===== config.mk =====
export PLATFORM = sky130hd
export DESIGN_NAME = pc_ctrl
export DESIGN_NICKNAME = d
export VERILOG_FILES = /design/src/rtl/pc_ctrl.sv
export SDC_FILE = /design/constraint.sdc
export NUM_CORES = 1
export LEC_CHECK = 0
export CAP_MARGIN = 15
export CORE_UTILIZATION = 30
export CTS_BUF_LIST = sky130_fd_sc_hd__clkbuf_8
export DETAILED_ROUTE_END_ITERATION = 7
export HOLD_SLACK_MARGIN = 0.15
export PLACE_DENSITY = 0.66
export SLEW_MARGIN = 5
export SYNTH_ARGS = -nofsm -noshare
export SYNTH_HDL_FRONTEND = slang
export SYNTH_SLANG_ARGS = --single-unit

===== constraint.sdc =====
create_clock -name clk -period 3.4 [get_ports clk]
set_input_delay 0.68 -clock clk [delete_from_list [all_inputs] [get_ports clk]]
set_output_delay 0.68 -clock clk [all_outputs]
set_load 0.01 [all_outputs]

===== src/rtl/pc_ctrl.sv =====
// Control-flow sequencer: decodes JAL/JALR/BRANCH, issues one pc_op per instruction,
// writes the jump link and holds flush after redirects. PC_CTRL_STATS_EN adds taken/branch counters.
module pc_ctrl #(
    parameter int FLUSH_CYCLES = 2,
    parameter int XLEN         = 32
) (
    input  logic            clk,
    input  logic            rst,
    input  logic [31:0]     instr,
    input  logic            instr_valid,
    output logic            instr_ready,
    input  logic [XLEN-1:0] pc_cur,
    input  logic [XLEN-1:0] rs1_data,
    input  logic [XLEN-1:0] rs2_data,
    input  logic            ops_valid,
    output logic [1:0]      pc_op,
    output logic [XLEN-1:0] target_addr,
    output logic            link_we,
    output logic [4:0]      link_rd,
    output logic [XLEN-1:0] link_data,
    output logic            flush,
    output logic            illegal,
    output logic [31:0]     taken_cnt,
    output logic [31:0]     branch_cnt
);

    typedef enum logic [1:0] {IDLE, WAIT_OPS, ISSUE, FLUSH} state_t;

    localparam logic [1:0] PC_INC  = 2'b00;
    localparam logic [1:0] PC_ABS  = 2'b01;
    localparam logic [1:0] PC_REL  = 2'b10;
    localparam logic [1:0] PC_HOLD = 2'b11;

    localparam logic [6:0] OP_JAL    = 7'b1101111;
    localparam logic [6:0] OP_JALR   = 7'b1100111;
    localparam logic [6:0] OP_BRANCH = 7'b1100011;

    localparam int CW = (FLUSH_CYCLES > 1) ? $clog2(FLUSH_CYCLES) : 1;

    state_t          state, next_state;
    logic [31:0]     instr_q;
    logic [1:0]      op_q;
    logic [XLEN-1:0] target_q;
    logic            link_q;
    logic            illegal_q;
    logic            redirect_q;
    logic [4:0]      link_rd_q;
    logic [XLEN-1:0] link_data_q;
    logic [CW-1:0]   flush_cnt;

    logic [31:0]     dec_instr;
    logic [1:0]      dec_op;
    logic [XLEN-1:0] dec_target;
    logic            dec_link;
    logic            dec_illegal;
    logic            dec_redirect;
    logic            br_taken;
    logic [XLEN-1:0] i_imm, b_imm, j_imm, jalr_sum;
    logic            needs_ops;
    logic            accept;
    logic            load_issue;

    // JAL needs no operands, so it decodes straight from the bus; JALR/BRANCH decode from the held copy.
    assign dec_instr  = (state == IDLE) ? instr : instr_q;
    assign i_imm      = {{(XLEN-12){dec_instr[31]}}, dec_instr[31:20]};
    assign b_imm      = {{(XLEN-12){dec_instr[31]}}, dec_instr[7], dec_instr[30:25], dec_instr[11:8], 1'b0};
    assign j_imm      = {{(XLEN-20){dec_instr[31]}}, dec_instr[19:12], dec_instr[20], dec_instr[30:21], 1'b0};
    assign jalr_sum   = rs1_data + i_imm;
    assign needs_ops  = (instr[6:0] == OP_JALR) || (instr[6:0] == OP_BRANCH);
    assign accept     = (state == IDLE) && instr_valid;
    assign load_issue = (accept && !needs_ops) || ((state == WAIT_OPS) && ops_valid);

    always_comb begin
        dec_op       = PC_INC;
        dec_target   = '0;
        dec_link     = 1'b0;
        dec_illegal  = 1'b0;
        dec_redirect = 1'b0;
        br_taken     = 1'b0;
        case (dec_instr[6:0])
            OP_JAL: begin
                dec_op       = PC_REL;
                dec_target   = j_imm;
                dec_link     = (dec_instr[11:7] != 5'd0);
                dec_redirect = 1'b1;
            end
            OP_JALR: begin
                dec_op       = PC_ABS;
                dec_target   = {jalr_sum[XLEN-1:1], 1'b0};
                dec_link     = (dec_instr[11:7] != 5'd0);
                dec_redirect = 1'b1;
            end
            OP_BRANCH: begin
                case (dec_instr[14:12])
                    3'b000:  br_taken = (rs1_data == rs2_data);
                    3'b001:  br_taken = (rs1_data != rs2_data);
                    3'b100:  br_taken = ($signed(rs1_data) <  $signed(rs2_data));
                    3'b101:  br_taken = ($signed(rs1_data) >= $signed(rs2_data));
                    3'b110:  br_taken = (rs1_data <  rs2_data);
                    3'b111:  br_taken = (rs1_data >= rs2_data);
                    default: dec_illegal = 1'b1;
                endcase
                if (br_taken) begin
                    dec_op       = PC_REL;
                    dec_target   = b_imm;
                    dec_redirect = 1'b1;
                end
            end
            default: ;
        endcase
    end

    always_ff @(posedge clk or posedge rst) begin
        if (rst) begin
            state <= IDLE;
        end else begin
            state <= next_state;
        end
    end

    always_comb begin
        next_state = state;
        case (state)
            IDLE: begin
                if (instr_valid) begin
                    next_state = needs_ops ? WAIT_OPS : ISSUE;
                end
            end
            WAIT_OPS: begin
                if (ops_valid) begin
                    next_state = ISSUE;
                end
            end
            ISSUE: begin
                next_state = (redirect_q && (FLUSH_CYCLES > 0)) ? FLUSH : IDLE;
            end
            FLUSH: begin
                if (flush_cnt == CW'(FLUSH_CYCLES - 1)) begin
                    next_state = IDLE;
                end
            end
            default: next_state = IDLE;
        endcase
    end

    // pc_op is forced to hold outside ISSUE so the PC moves exactly once per instruction.
    always_comb begin
        instr_ready = (state == IDLE);
        pc_op       = (state == ISSUE) ? op_q : PC_HOLD;
        link_we     = (state == ISSUE) && link_q;
        illegal     = (state == ISSUE) && illegal_q;
        flush       = (state == FLUSH);
    end

    assign target_addr = target_q;
    assign link_rd     = link_rd_q;
    assign link_data   = link_data_q;

    always_ff @(posedge clk or posedge rst) begin
        if (rst) begin
            instr_q     <= '0;
            op_q        <= PC_HOLD;
            target_q    <= '0;
            link_q      <= 1'b0;
            illegal_q   <= 1'b0;
            redirect_q  <= 1'b0;
            link_rd_q   <= '0;
            link_data_q <= '0;
        end else begin
            if (accept) begin
                instr_q     <= instr;
                link_rd_q   <= instr[11:7];
                link_data_q <= pc_cur + XLEN'(4);
            end
            if (load_issue) begin
                op_q       <= dec_op;
                target_q   <= dec_target;
                link_q     <= dec_link;
                illegal_q  <= dec_illegal;
                redirect_q <= dec_redirect;
            end
        end
    end

    always_ff @(posedge clk or posedge rst) begin
        if (rst) begin
            flush_cnt <= '0;
        end else if (state == FLUSH) begin
            flush_cnt <= flush_cnt + CW'(1);
        end else begin
            flush_cnt <= '0;
        end
    end

`ifdef PC_CTRL_STATS_EN
    logic [31:0] taken_cnt_q, branch_cnt_q;

    always_ff @(posedge clk or posedge rst) begin
        if (rst) begin
            taken_cnt_q  <= '0;
            branch_cnt_q <= '0;
        end else if (state == ISSUE) begin
            if (redirect_q) begin
                taken_cnt_q <= taken_cnt_q + 32'd1;
            end
            if (instr_q[6:0] == OP_BRANCH) begin
                branch_cnt_q <= branch_cnt_q + 32'd1;
            end
        end
    end

    assign taken_cnt  = taken_cnt_q;
    assign branch_cnt = branch_cnt_q;
`else
    assign taken_cnt  = '0;
    assign branch_cnt = '0;
`endif

endmodule

* Word-level counts from Yosys, hierarchy flattened
Index checks and enable logic that the tools add are counted.
** Storage, ports and cells
- Output and inout port bits :: 139
- Register bits :: 109
- Input bits :: 132
- Logic and storage cells :: 69
** Cells by class
- Multiplexer cells :: 20
- Order comparisons :: 4
- Add/sub/neg operators :: 3
- Reduce and logical (&&, ||, !) cells :: 14
- Equal/unequal tests :: 18
** Operators by type and width (count)
- $pmux 32 s3 :: 1
- $ge 32x32->1 :: 2
- $lt 32x32->1 :: 2
- $mux 32 :: 2
- $eq 7x7->1 const B :: 5
- $add 32x3->32 const B :: 1
- $add 32x32->32 :: 1
- $eq 32x32->1 :: 1
- $ne 32x32->1 :: 1
- $mux 2 :: 7
- $eq 3x3->1 const B :: 4
- $pmux 2 s4 :: 1
- $mux 1 :: 6
- $pmux 1 s6 :: 1
- $pmux 2 s3 :: 1
- $reduce_or 6->1 :: 1
- $logic_and 1x1->1 :: 5
- $reduce_bool 5->1 :: 1
- $eq 2x2->1 const B :: 2
- $ne 2x2->1 const B :: 2
- $eq 3x1->1 const B :: 1
- $logic_not 3->1 :: 1
- $reduce_and 3->1 :: 1
- $eq 2x1->1 const B :: 1
- other kinds (7) :: 8

* Longest topological paths before layout
- Depth after elaboration :: 7
- Depth in mapped cells :: 16
- Gate-level depth less buffers :: 13

* Least setup slack after synthesis
OpenSTA, ideal clock, no wires.
- Path type :: register to register
- From :: reg state[1]
- To :: reg target_q[25] (netlist: target_addr[25])
- Data arrival time :: 3408 ps
- Cell stages (with the launch flop) :: 15
- Path buffers :: 2
- Setup time :: 136 ps
- Slack :: -144 ps
- Data required time :: 3264 ps
- Clock period less this slack :: 3544 ps
- Cells stage by stage :: dfrtp_1 buf_6 or2_1 buf_6 mux2_2 ha_1 a21oi_1 o211ai_1 a221oi_1 o21ai_0 o31a_4 a21o_1 a21oi_1 xor2_1 o211ai_1
** Between the ends
- Longest elaborated chain between the ends :: 7
- Elaborated cells between the ends (all ways) :: 21
- Classes of those cells :: 1 x add/sub; 9 x eq/ne; 5 x mux; 6 x reduce/logical
** Ends and longest elaborated chain
- from (decl) :: line 40 : state_t state, next_state;
- from (signal assigned) :: line 117 : state <= next_state;
- parallel branches: the longest is 7 deep, another holds $add 32x32->32
- to (signal assigned) :: line 177 : target_q <= dec_target;
- to (decl) :: line 43 : logic [XLEN-1:0] target_q;
Several ways; the timed one is not identified. The select of a mux whose other input is x is not followed.
A chain may end at the register's enable or synchronous reset.

* Worst setup path after layout
- From :: reg state[0]
- To :: reg target_q[25] (netlist: target_addr[25])
The elaborated chain is that of the path after synthesis.

==> out/summary.txt <==
======================================================================================
WL final ................................................................     24900 um
Worst hold slack ........................................................     0.439 ns
Layout filler cell count ................................................         2559
Number of flops mapped to enable cells by yosys .........................            0
H-tree Lvls .............................................................            3
Post-synthesis instance area ............................................    8050 um^2
Cell at the root of the clock tree ...................................... sky130_fd_sc_hd__clkbuf_8
Vias post-DR ............................................................         7527
TritonCTS clock tree ....................................................          yes
Library cell with the largest summed area after synthesis ............... sky130_fd_sc_hd__dfrtp_1
Worst-Skew Late Latency .................................................      0.39 ns
Commonest cells in the netlist .......................................... sky130_fd_sc_hd__dfrtp_1, sky130_fd_sc_hd__nand2_1, sky130_fd_sc_hd__a21oi_1
Number of global-route vias before repair ...............................         7373
Number of placement rows ................................................           59
Starting Density ........................................................        30.7%
Arrival time of the worst setup path ....................................      3.54 ns
Overall track demand over capacity in global routing ....................        18.2%
Worst-margin pin slew ...................................................     0.662 ns
Count of TritonRoute iterations in the first routing pass ...............            8
Dpl ws ..................................................................    -0.542 ns
Yosys warnings ..........................................................            0
Area of the multi-input gates ...........................................    5080 um^2
Number of DRC markers in iteration 0 ....................................          605
Post-synthesis cell count ...............................................          916
Number of register bits inferred by synthesis ...........................          103
Worst hold path class ................................................... flip-flop to flip-flop
Failing checks .......................................................... design-rule violations
Global route overflow ...................................................            0
Maximum clock path buffer count .........................................            2
Final number of setup-violating endpoints ...............................            0
Number of distinct standard cells referenced by the synthesized netlist .           68
Hold buffers post-CTS ...................................................            0
Total CTS buffers .......................................................            9
Number of antenna repair diodes .........................................            0
Dominant synthesized flop cell .......................................... sky130_fd_sc_hd__dfrtp_1
Min setup slack post-route ..............................................     0.105 ns
Chip Height .............................................................       166 um
Routed wirelength normalized by instance count ..........................      15.9 um
Total Power .............................................................    0.00815 W
Worst path required time ................................................      3.65 ns
Fmax ....................................................................    0.304 GHz
Fraction of synthesis flops using an asynchronous set or reset pin ......         100%
Wire length of the first global-routing pass ............................     39800 um
Final critical-path required period .....................................      3.29 ns
Proportion of layout cells with a drive suffix above 1 ..................        19.9%
Post-synthesis average cell area ........................................    8.79 um^2
Proportion of synthesized chip area in sequential cells .................        32.0%
Worst setup skew after layout ...........................................    0.0187 ns
Endpoint type of the worst setup path ...................................    flip-flop
Total of buffers placed on input and output ports .......................          205
DP Wirelength ...........................................................     20300 um
Horizontal die dimension ................................................       166 um
Number of cells after detailed placement ................................         1551
Clock slew at reported path FFs .........................................      0.10 ns
Residual DRC ............................................................           22
Total of max-cap violations .............................................            0
Final estimated routing congestion in global placement ..................        0.881
Worst-case vdd ir drop ..................................................       227 uV
Post-synth top area share ...............................................        31.4%
Average via count per standard cell .....................................         4.80
Antenna violations before repair ........................................            0
Period utilization ......................................................        96.9%
Number of placed I/O pins ...............................................          271
Crit start category .....................................................    flip-flop
Worst path cell trace ................................................... or2_4, buf_12, mux2_4, ha_1, a21oi_1, o21bai_1, a221oi_4, o21ai_2, o31a_4, a21o_1, a21oi_2, xor2_1, o211ai_1
Static Leak .............................................................      5.11 nW
Sink Count ..............................................................          103
Layout Area Growth over Synthesis .......................................        43.8%
Result of the run ....................................................... finished, violations left
Seq. cell area ..........................................................    2580 um^2
Slowest stage delay, CP .................................................      0.40 ns
Standard cell with the maximum stage delay on the critical path ......... sky130_fd_sc_hd__dfrtp_1
Cell with the most instances after synthesis ............................ sky130_fd_sc_hd__dfrtp_1
Fin util ................................................................        44.2%
Critical Setup Path Class ............................................... flip-flop to flip-flop
Die ar. .................................................................   27500 um^2
Worst-case headroom to the max-slew limit ...............................        55.8%
Count of nets left with antenna violations after detail routing .........            0
Final instance count without filler cells ...............................         1568
Maximum number of pins on one net before global-route repair ............           49
Power Dens Cells ........................................................  704 nW/um^2
Cells taking the most area after synthesis .............................. sky130_fd_sc_hd__dfrtp_1, sky130_fd_sc_hd__ha_1, sky130_fd_sc_hd__mux2_2
Worst-path fanout max ...................................................            6
Setup repair after global routing missed its margin .....................         true
Number of hold-slack violations in the final timing report ..............            0
Final net count .........................................................         1424
Number of max-slew violations in the final report .......................            0
Core area ...............................................................   26200 um^2
======================================================================================
through the flow:
step | setup TNS [ns] | cell area [um^2]
final | 0 | 11600
after global routing | -0.0279 | 11600
after CTS | 0 | 11400
after detailed placement | -8.71 | 11200
after global placement | -8.34 | 11200
after floorplan | 0 | 8360
cells in the final DEF, fill, tap and decap left out, types with 9 or more instances in the layout:
cell type	netlist	layout
sky130_fd_sc_hd__a21o_1	11	11
sky130_fd_sc_hd__a21oi_1	81	72
sky130_fd_sc_hd__a22oi_1	10	10
sky130_fd_sc_hd__buf_4	72	125
sky130_fd_sc_hd__clkbuf_8	0	9
sky130_fd_sc_hd__clkdlybuf4s50_1	0	205
sky130_fd_sc_hd__conb_1	1	65
sky130_fd_sc_hd__dfrtp_1	101	101
sky130_fd_sc_hd__ha_1	63	57
sky130_fd_sc_hd__inv_1	47	48
sky130_fd_sc_hd__mux2_2	49	46
sky130_fd_sc_hd__mux2i_1	10	10
sky130_fd_sc_hd__nand2_1	93	91
sky130_fd_sc_hd__nand3_1	47	47
sky130_fd_sc_hd__nand4_1	20	20
sky130_fd_sc_hd__nor2_1	56	56
sky130_fd_sc_hd__nor3_1	11	9
sky130_fd_sc_hd__o211ai_1	26	26
sky130_fd_sc_hd__o21ai_0	43	40
sky130_fd_sc_hd__xnor2_1	29	29
sky130_fd_sc_hd__xor2_1	26	26
kinds of logic after synthesis:
group	count (synthesis)	synth area share, %
multiplexers	60	8.37
buffers and inverters	148	10.5
adder cells (fa/ha/maj)	64	10.0
AND/OR/NAND/NOR	274	16.0
other	1	0.0466
AO/OA/AOI/OAI	211	17.0
flip-flops	103	32.0
XOR/XNOR	55	5.98
layer usage:
layer | global-route usage [%] | up-vias | routed length [um]
met5 | 0 | - | 0
met1 | 24.6 | 3532 | 11500
li1 | - | 3730 | -
met2 | 30.4 | 246 | 11600
met4 | 4.59 | 0 | 359
met3 | 2.91 | 19 | 1380
area by class of cell:
class / count / area share [%]
multi-input cells: 729 / 43.8
flip-flops and latches: 103 / 22.3
clock inverters: 7 / 0.724
inverters: 48 / 1.62
repair buffers: 337 / 26.9
clock buffers: 9 / 1.07
well taps: 335 / 3.62
sequential cells by signal (all words and copies together), names as in the netlist:
signal and count:
illegal_q 1, link_data 32, link_q 1, target_addr 31, flush_cnt 1, state 2, instr_q 32, redirect_q 1
op_q 2
power by group:
group	leakage [nW]	internal, W	total, W	switching [W]
clock network	0.113	0.000406	0.000841	0.000434
registers	1.26	0.00165	0.00190	0.000251
logic	3.74	0.00274	0.00541	0.00267
total	5.11	0.00479	0.00815	0.00336
path summary, 6_finish.rpt:
| path | cells after the start | slack (ns) | endpoint | from |
|---|---|---|---|---|
| worst max-delay path | 13 | 0.11 | target_addr[25]$_DFFE_PP0P_ | state[0]$_DFFE_PP0P_ |
| worst max register to register | 13 | 0.11 | target_addr[25]$_DFFE_PP0P_ | state[0]$_DFFE_PP0P_ |
| worst min register to register | 1 | 0.44 | flush_cnt$_DFF_PP0_ | flush_cnt$_DFF_PP0_ |
| max in group asynchronous | 3 | 2.14 | op_q[0]$_DFFE_PP1P_ | rst |
| min in group asynchronous | 2 | 0.65 | instr_q[4]$_DFFE_PP0P_ | rst |
| worst min-delay path | 1 | 0.44 | flush_cnt$_DFF_PP0_ | flush_cnt$_DFF_PP0_ |
critical path, delay by kind of cell, from the launching register on:
family	cells	cell delay (ns)
adder cells (fa/ha/maj)	1	0.32
flip-flops	1	0.40
AO/OA/AOI/OAI	8	1.48
XOR/XNOR	1	0.16
AND/OR/NAND/NOR	1	0.30
buffers and inverters	1	0.14
multiplexers	1	0.35
timing repair:
action                                 CTS  global route
endpoints found under the hold margin    0             0
cloned                                   0             0
pin swaps                                4            16
setup buffers                            0             1
resized for setup                        7            28
setup endpoints to repair               13            25
No activity file was read; power rests on OpenSTA's default activity.
